--- config.mk ---
export PLATFORM = sky130hd
export DESIGN_NAME = memoria_datos_sync
export DESIGN_NICKNAME = d
export VERILOG_FILES = /design/src/rtl/memoria_pkg.sv /design/src/rtl/mem_addr_check.sv /design/src/rtl/memoria_datos_sync.sv
export SDC_FILE = /design/constraint.sdc
export NUM_CORES = 2
export LEC_CHECK = 0
export BUFFER_PORTS_ARGS = -buffer_cell sky130_fd_sc_hd__buf_4
export CAP_MARGIN = 10
export CORE_UTILIZATION = 52
export DETAILED_ROUTE_END_ITERATION = 8
export PLACE_DENSITY = 0.69
export SKIP_CTS_REPAIR_TIMING = 1
export SLEW_MARGIN = 10
export SYNTH_ARGS = -nofsm -noshare
export SYNTH_HDL_FRONTEND = slang
export SYNTH_SLANG_ARGS = --single-unit
--- constraint.sdc ---
create_clock -name clk -period 4.2 [get_ports clk]
set_input_delay 0.63 -clock clk [delete_from_list [all_inputs] [get_ports clk]]
set_output_delay 0.63 -clock clk [all_outputs]
set_load 0.1 [all_outputs]
--- src/rtl/memoria_pkg.sv ---
// Shared types, default parameters and width helpers for the synchronous data memory.
package memoria_pkg;

  typedef enum logic {CLEAR, RUN} state_t;

  localparam int    DEF_DATA_W         = 32;
  localparam int    DEF_DEPTH          = 128;
  localparam int    DEF_ADDR_W         = 32;
  localparam int    DEF_CLEAR_ON_RESET = 1;
  localparam string DEF_INIT_FILE      = "datosmemoria";

  function automatic int bytes_of(input int data_w);
    return data_w / 8;
  endfunction

  function automatic int off_w_of(input int data_w);
    return $clog2(data_w / 8);
  endfunction

  function automatic int idx_w_of(input int depth);
    return $clog2(depth);
  endfunction

endpackage

--- src/rtl/mem_addr_check.sv ---
// Combinational address decode: word index plus alignment, range and conflict checks.
module mem_addr_check
  import memoria_pkg::*;
#(
  parameter int DATA_W = DEF_DATA_W,
  parameter int DEPTH  = DEF_DEPTH,
  parameter int ADDR_W = DEF_ADDR_W,
  localparam int IDX_W = idx_w_of(DEPTH)
) (
  input  logic [ADDR_W-1:0] Address,
  input  logic              W,
  input  logic              R,
  output logic [IDX_W-1:0]  idx,
  output logic              misaligned,
  output logic              out_of_range,
  output logic              reject
);

  localparam int BYTES = bytes_of(DATA_W);
  localparam int OFF_W = off_w_of(DATA_W);
  localparam logic [ADDR_W-1:0] OFF_MASK = ADDR_W'(BYTES - 1);
  // One extra bit so DEPTH*BYTES is representable even when it fills the address space.
  localparam logic [ADDR_W:0]   LIMIT    = (ADDR_W + 1)'(DEPTH * BYTES);

  assign idx          = Address[OFF_W +: IDX_W];
  assign misaligned   = (Address & OFF_MASK) != '0;
  assign out_of_range = {1'b0, Address} >= LIMIT;
  assign reject       = (W | R) & (misaligned | out_of_range | (W & R));

endmodule

--- src/rtl/memoria_datos_sync.sv ---
// Clocked data memory: registered reads, byte-lane writes, request checking and power-up clear.
module memoria_datos_sync
  import memoria_pkg::*;
#(
  parameter int    DATA_W         = DEF_DATA_W,
  parameter int    DEPTH          = DEF_DEPTH,
  parameter int    ADDR_W         = DEF_ADDR_W,
  parameter int    CLEAR_ON_RESET = DEF_CLEAR_ON_RESET,
  parameter string INIT_FILE      = DEF_INIT_FILE
) (
  input  logic                clk,
  input  logic                rst,
  input  logic [ADDR_W-1:0]   Address,
  input  logic [DATA_W-1:0]   DataIn,
  input  logic [DATA_W/8-1:0] ByteEn,
  input  logic                W,
  input  logic                R,
  output logic                Ready,
  output logic [DATA_W-1:0]   DataOut,
  output logic                DataValid,
  output logic                Err
);

  localparam int BYTES = bytes_of(DATA_W);
  localparam int IDX_W = idx_w_of(DEPTH);

  logic [DATA_W-1:0] mem [DEPTH];

  state_t            state, state_next;
  logic [IDX_W-1:0]  cnt;
  logic [IDX_W-1:0]  idx;
  logic              misaligned, out_of_range, reject;
  logic              addr_flags_unused;
  logic              accept_w, accept_r;
  logic              wr_en;
  logic [IDX_W-1:0]  wr_idx;
  logic [DATA_W-1:0] wr_data;
  logic [BYTES-1:0]  wr_be;

  mem_addr_check #(
    .DATA_W (DATA_W),
    .DEPTH  (DEPTH),
    .ADDR_W (ADDR_W)
  ) u_addr_check (
    .Address      (Address),
    .W            (W),
    .R            (R),
    .idx          (idx),
    .misaligned   (misaligned),
    .out_of_range (out_of_range),
    .reject       (reject)
  );

  // Individual fault causes are only of interest when probing the design.
  assign addr_flags_unused = misaligned | out_of_range;

  assign Ready    = (state == RUN);
  assign accept_w = Ready & W & ~reject;
  assign accept_r = Ready & R & ~reject;

  always_ff @(posedge clk) begin
    if (rst) begin
      state <= (CLEAR_ON_RESET != 0) ? CLEAR : RUN;
      cnt   <= '0;
    end else begin
      state <= state_next;
      if (state == CLEAR) cnt <= cnt + 1'b1;
    end
  end

  // The clear sequence and normal writes share the single RAM write port.
  always_comb begin
    state_next = state;
    wr_en      = 1'b0;
    wr_idx     = idx;
    wr_data    = DataIn;
    wr_be      = ByteEn;
    case (state)
      CLEAR: begin
        wr_en   = 1'b1;
        wr_idx  = cnt;
        wr_data = '0;
        wr_be   = '1;
        if (cnt == IDX_W'(DEPTH - 1)) state_next = RUN;
      end
      RUN: wr_en = accept_w;
    endcase
    if (rst) wr_en = 1'b0;
  end

  always_ff @(posedge clk) begin
    if (wr_en) begin
      for (int b = 0; b < BYTES; b++) begin
        if (wr_be[b]) mem[wr_idx][8*b +: 8] <= wr_data[8*b +: 8];
      end
    end
  end

  always_ff @(posedge clk) begin
    if (rst) begin
      DataOut <= '0;
    end else if (accept_r) begin
      DataOut <= mem[idx];
    end
  end

  always_ff @(posedge clk) begin
    if (rst) begin
      DataValid <= 1'b0;
      Err       <= 1'b0;
    end else begin
      DataValid <= accept_r;
      Err       <= Ready & reject;
    end
  end

endmodule

==> flow_summary.yaml <==
finish:
  post-route-util: 0.5994
  areaGrowthSynthToFinish_pct: 14.51
  drive_gt1_frac: 0.2801
  final_nets: 8450
  design_area_sq_um: 183600
  fin_cells: 12810
synth:
  synth_flop_cell: "edfxtp_1"
  syn_area_sq_um: 160300
  ys_types: 56
  synth_top_cells_by_count: "edfxtp_1 (4096), mux4_2 (963), nor2_1 (628)"
  synth_edf_count: 4096
  synth_top_area_frac: 0.7671
  synth.area.top_cells: "edfxtp_1 (77%), mux4_2 (14%), mux2i_1 (2.3%)"
  ys_async_sr_fraction: 0
  synth_most_common_cell: "edfxtp_1"
  yosys_warnings: 0
  synth_area_leader_cell: "edfxtp_1"
  ys_seq_area_frac: 0.7724
  synth-seq-cells: 4138
  synth_fp_nets: 7679
  synth.avg_cell_area_sq_um: 21.08
  synth_cells: 7606
clocking:
  clk_pin_slew_ns: 0.06
  clk_latency_ns: 0.93
  clock_path_buffers: 4
  cts_tree: "built"
  clock_sinks: 4138
  cts_root_buffer: "clkbuf_16"
  cts_max_level: 5
  cts-buffers-inserted: 395
global_route:
  antenna_found_initial: 15
  first_global_vias: 82500
  grt_pass1_wl_microns: 610300
  grt_max_degree: 114
  grt_usage: 0.2782
  grt_overflow: 0
timing:
  final.setup.tns_ns: 0
  fin_ws_ns: 0.6346
  slew_headroom: 0.1318
  max_freq_ghz: 0.2805
  slew_viol_final: 0
  setup_viol: 0
  finalCriticalPeriod_ns: 3.565
  rsz0062_at_grt: "false"
  post-route-period-util: 0.8489
  max_slew.worst_pin.slew_ns: 1.302
  hold_violations: 0
  fin_worst_skew_ns: 0.04749
floorplanning:
  die_x_microns: 557.3
  core-area_sq_um: 306300
  ios: 107
  die_h_microns: 557.3
  row_count: 203
  die-area_sq_um: 310600
  initial_utilization: 0.5234
setup_path:
  cp-end-kind: "flop"
  worstPathArrival_ns: 4.09
  path_max_fanout: 38
  critPathLaunchType: "flop"
  path_class: "flop to flop"
  cp.required_ns: 4.73
placement:
  dp_slack_ns: 0.1953
  placed_area_sq_um: 170600
  detailed_place_hpwl_microns: 287500
  dp_cells: 12080
  gp_congestion: 0.9295
  io_buffers: 106
power_and_ir_drop:
  vdd_drop_max_uv: 417.4
  p_leak_nw: 63.25
  powerDensity_nw_per_um2: 458.0
detailed_routing:
  vias: 82350
  vias_per_cell: 6.429
  first_iter_violations: 11060
  ant_nets: 0
  dr.pass1.iters: 8
  post-route-drc-count: 0
  wire_per_inst_microns: 33.60
  wl_microns: 430400
min_path:
  hp-class: "input pin to flop"
run_status:
  outcome: "finished, final reports clean"
flow_run:
  maxCapViolCount: 0
-- critical path, stage by stage (launching register included) --
cell	delay (ns)
dfxtp_2	0.48
buf_4	0.49
nor2b_1	0.16
a21o_1	0.26
nor2_2	0.15
buf_4	0.20
nand2_1	0.48
buf_4	0.32
nor2_1	0.62
-- power by group --
group,internal [mW],switching [mW]
sequential,44.7,0.0186
clock,20.7,15.1
combinational,1.42,2.03
-- cell type report --
type | count | area, sq um
clock inverter | 239 | 2510
fill | 21290 | 122700
tap | 4100 | 5130
sequential | 4138 | 123800
antenna | 7 | 17.52
timing repair buffer | 824 | 7421
clock buffer | 483 | 10430
multi-input combinational | 3006 | 34210
inverter | 12 | 57.56
-- path summary, 6_finish.rpt --
path | cells past startpoint | slack [ns] | startpoint | to
max reg2reg | 8 | 0.63 | Ready$_SDFF_PP0_ | mem[57][10]$_DFFE_PP_
min reg2reg | 2 | 0.53 | DataOut[11]$_SDFFE_PP0P_ | DataOut[11]$_SDFFE_PP0P_
max | 8 | 0.63 | Ready$_SDFF_PP0_ | mem[57][10]$_DFFE_PP_
min | 3 | 0.05 | W | Err$_SDFF_PP0_
-- layout by cell type (no fill, tap or decap), types with 8 or more instances in the layout --
master      instances
and2_4             32
clkinv_2           72
clkbuf_16         403
a31oi_1            33
o22ai_1           137
mux2i_1           366
a22oi_1            91
clkbuf_1           76
edfxtp_1         4096
a21oi_1            84
a32oi_1             8
nand3_1            33
or3_1              27
a22o_1             10
dfxtp_1            41
nand2_1           219
nand4_1            19
a211oi_1           17
nor2_2             10
nor2_1            617
nor4_1              8
o211ai_1           11
o31ai_1            14
clkinv_1           88
buf_4             725
o21ai_0            89
clkinvlp_4         13
bufinv_16          50
mux2_2             15
inv_1               8
nor3_1             31
buf_12             94
mux4_2            963
or4_1               8
a221oi_1           14
o221ai_1           73
-- per-layer routing --
layer / vias to the layer above / part of all wire / wire [microns] / track usage
li1: 33200 / - / - / -
met5: - / 0.000030 / 13 / 0
met1: 43420 / 0.36 / 155100 / 0.3676
met2: 4770 / 0.48 / 208700 / 0.4476
met4: 2 / 0.063 / 27200 / 0.1511
met3: 955 / 0.091 / 39340 / 0.04422
-- logic make-up after synthesis --
kind of cell               share of synthesized area
DFF                                           0.7724
muxes                                         0.1592
and+or+nand+nor                              0.02735
AOI/OAI and AO/OA                            0.02526
buffers and inverters                        0.01550
xor gates and xnor gates                   0.0002732
adders and majority gates                 0.00007802
-- flip-flops by register name, indices dropped and copies added, names as in the netlist --
register and count:
mem 4096, cnt 7, DataValid 1, Err 1, Ready 1, DataOut 32
-- through the flow --
stage	power, mW	hold WS [ns]
global placement	49.02	0.4963
finish	84.08	0.04647
detailed placement	49.04	0.5095
CTS	84.28	0.005217
global route	85.95	0.06960
floorplan	47.73	0.4824
(Power assumes the default switching activity.)
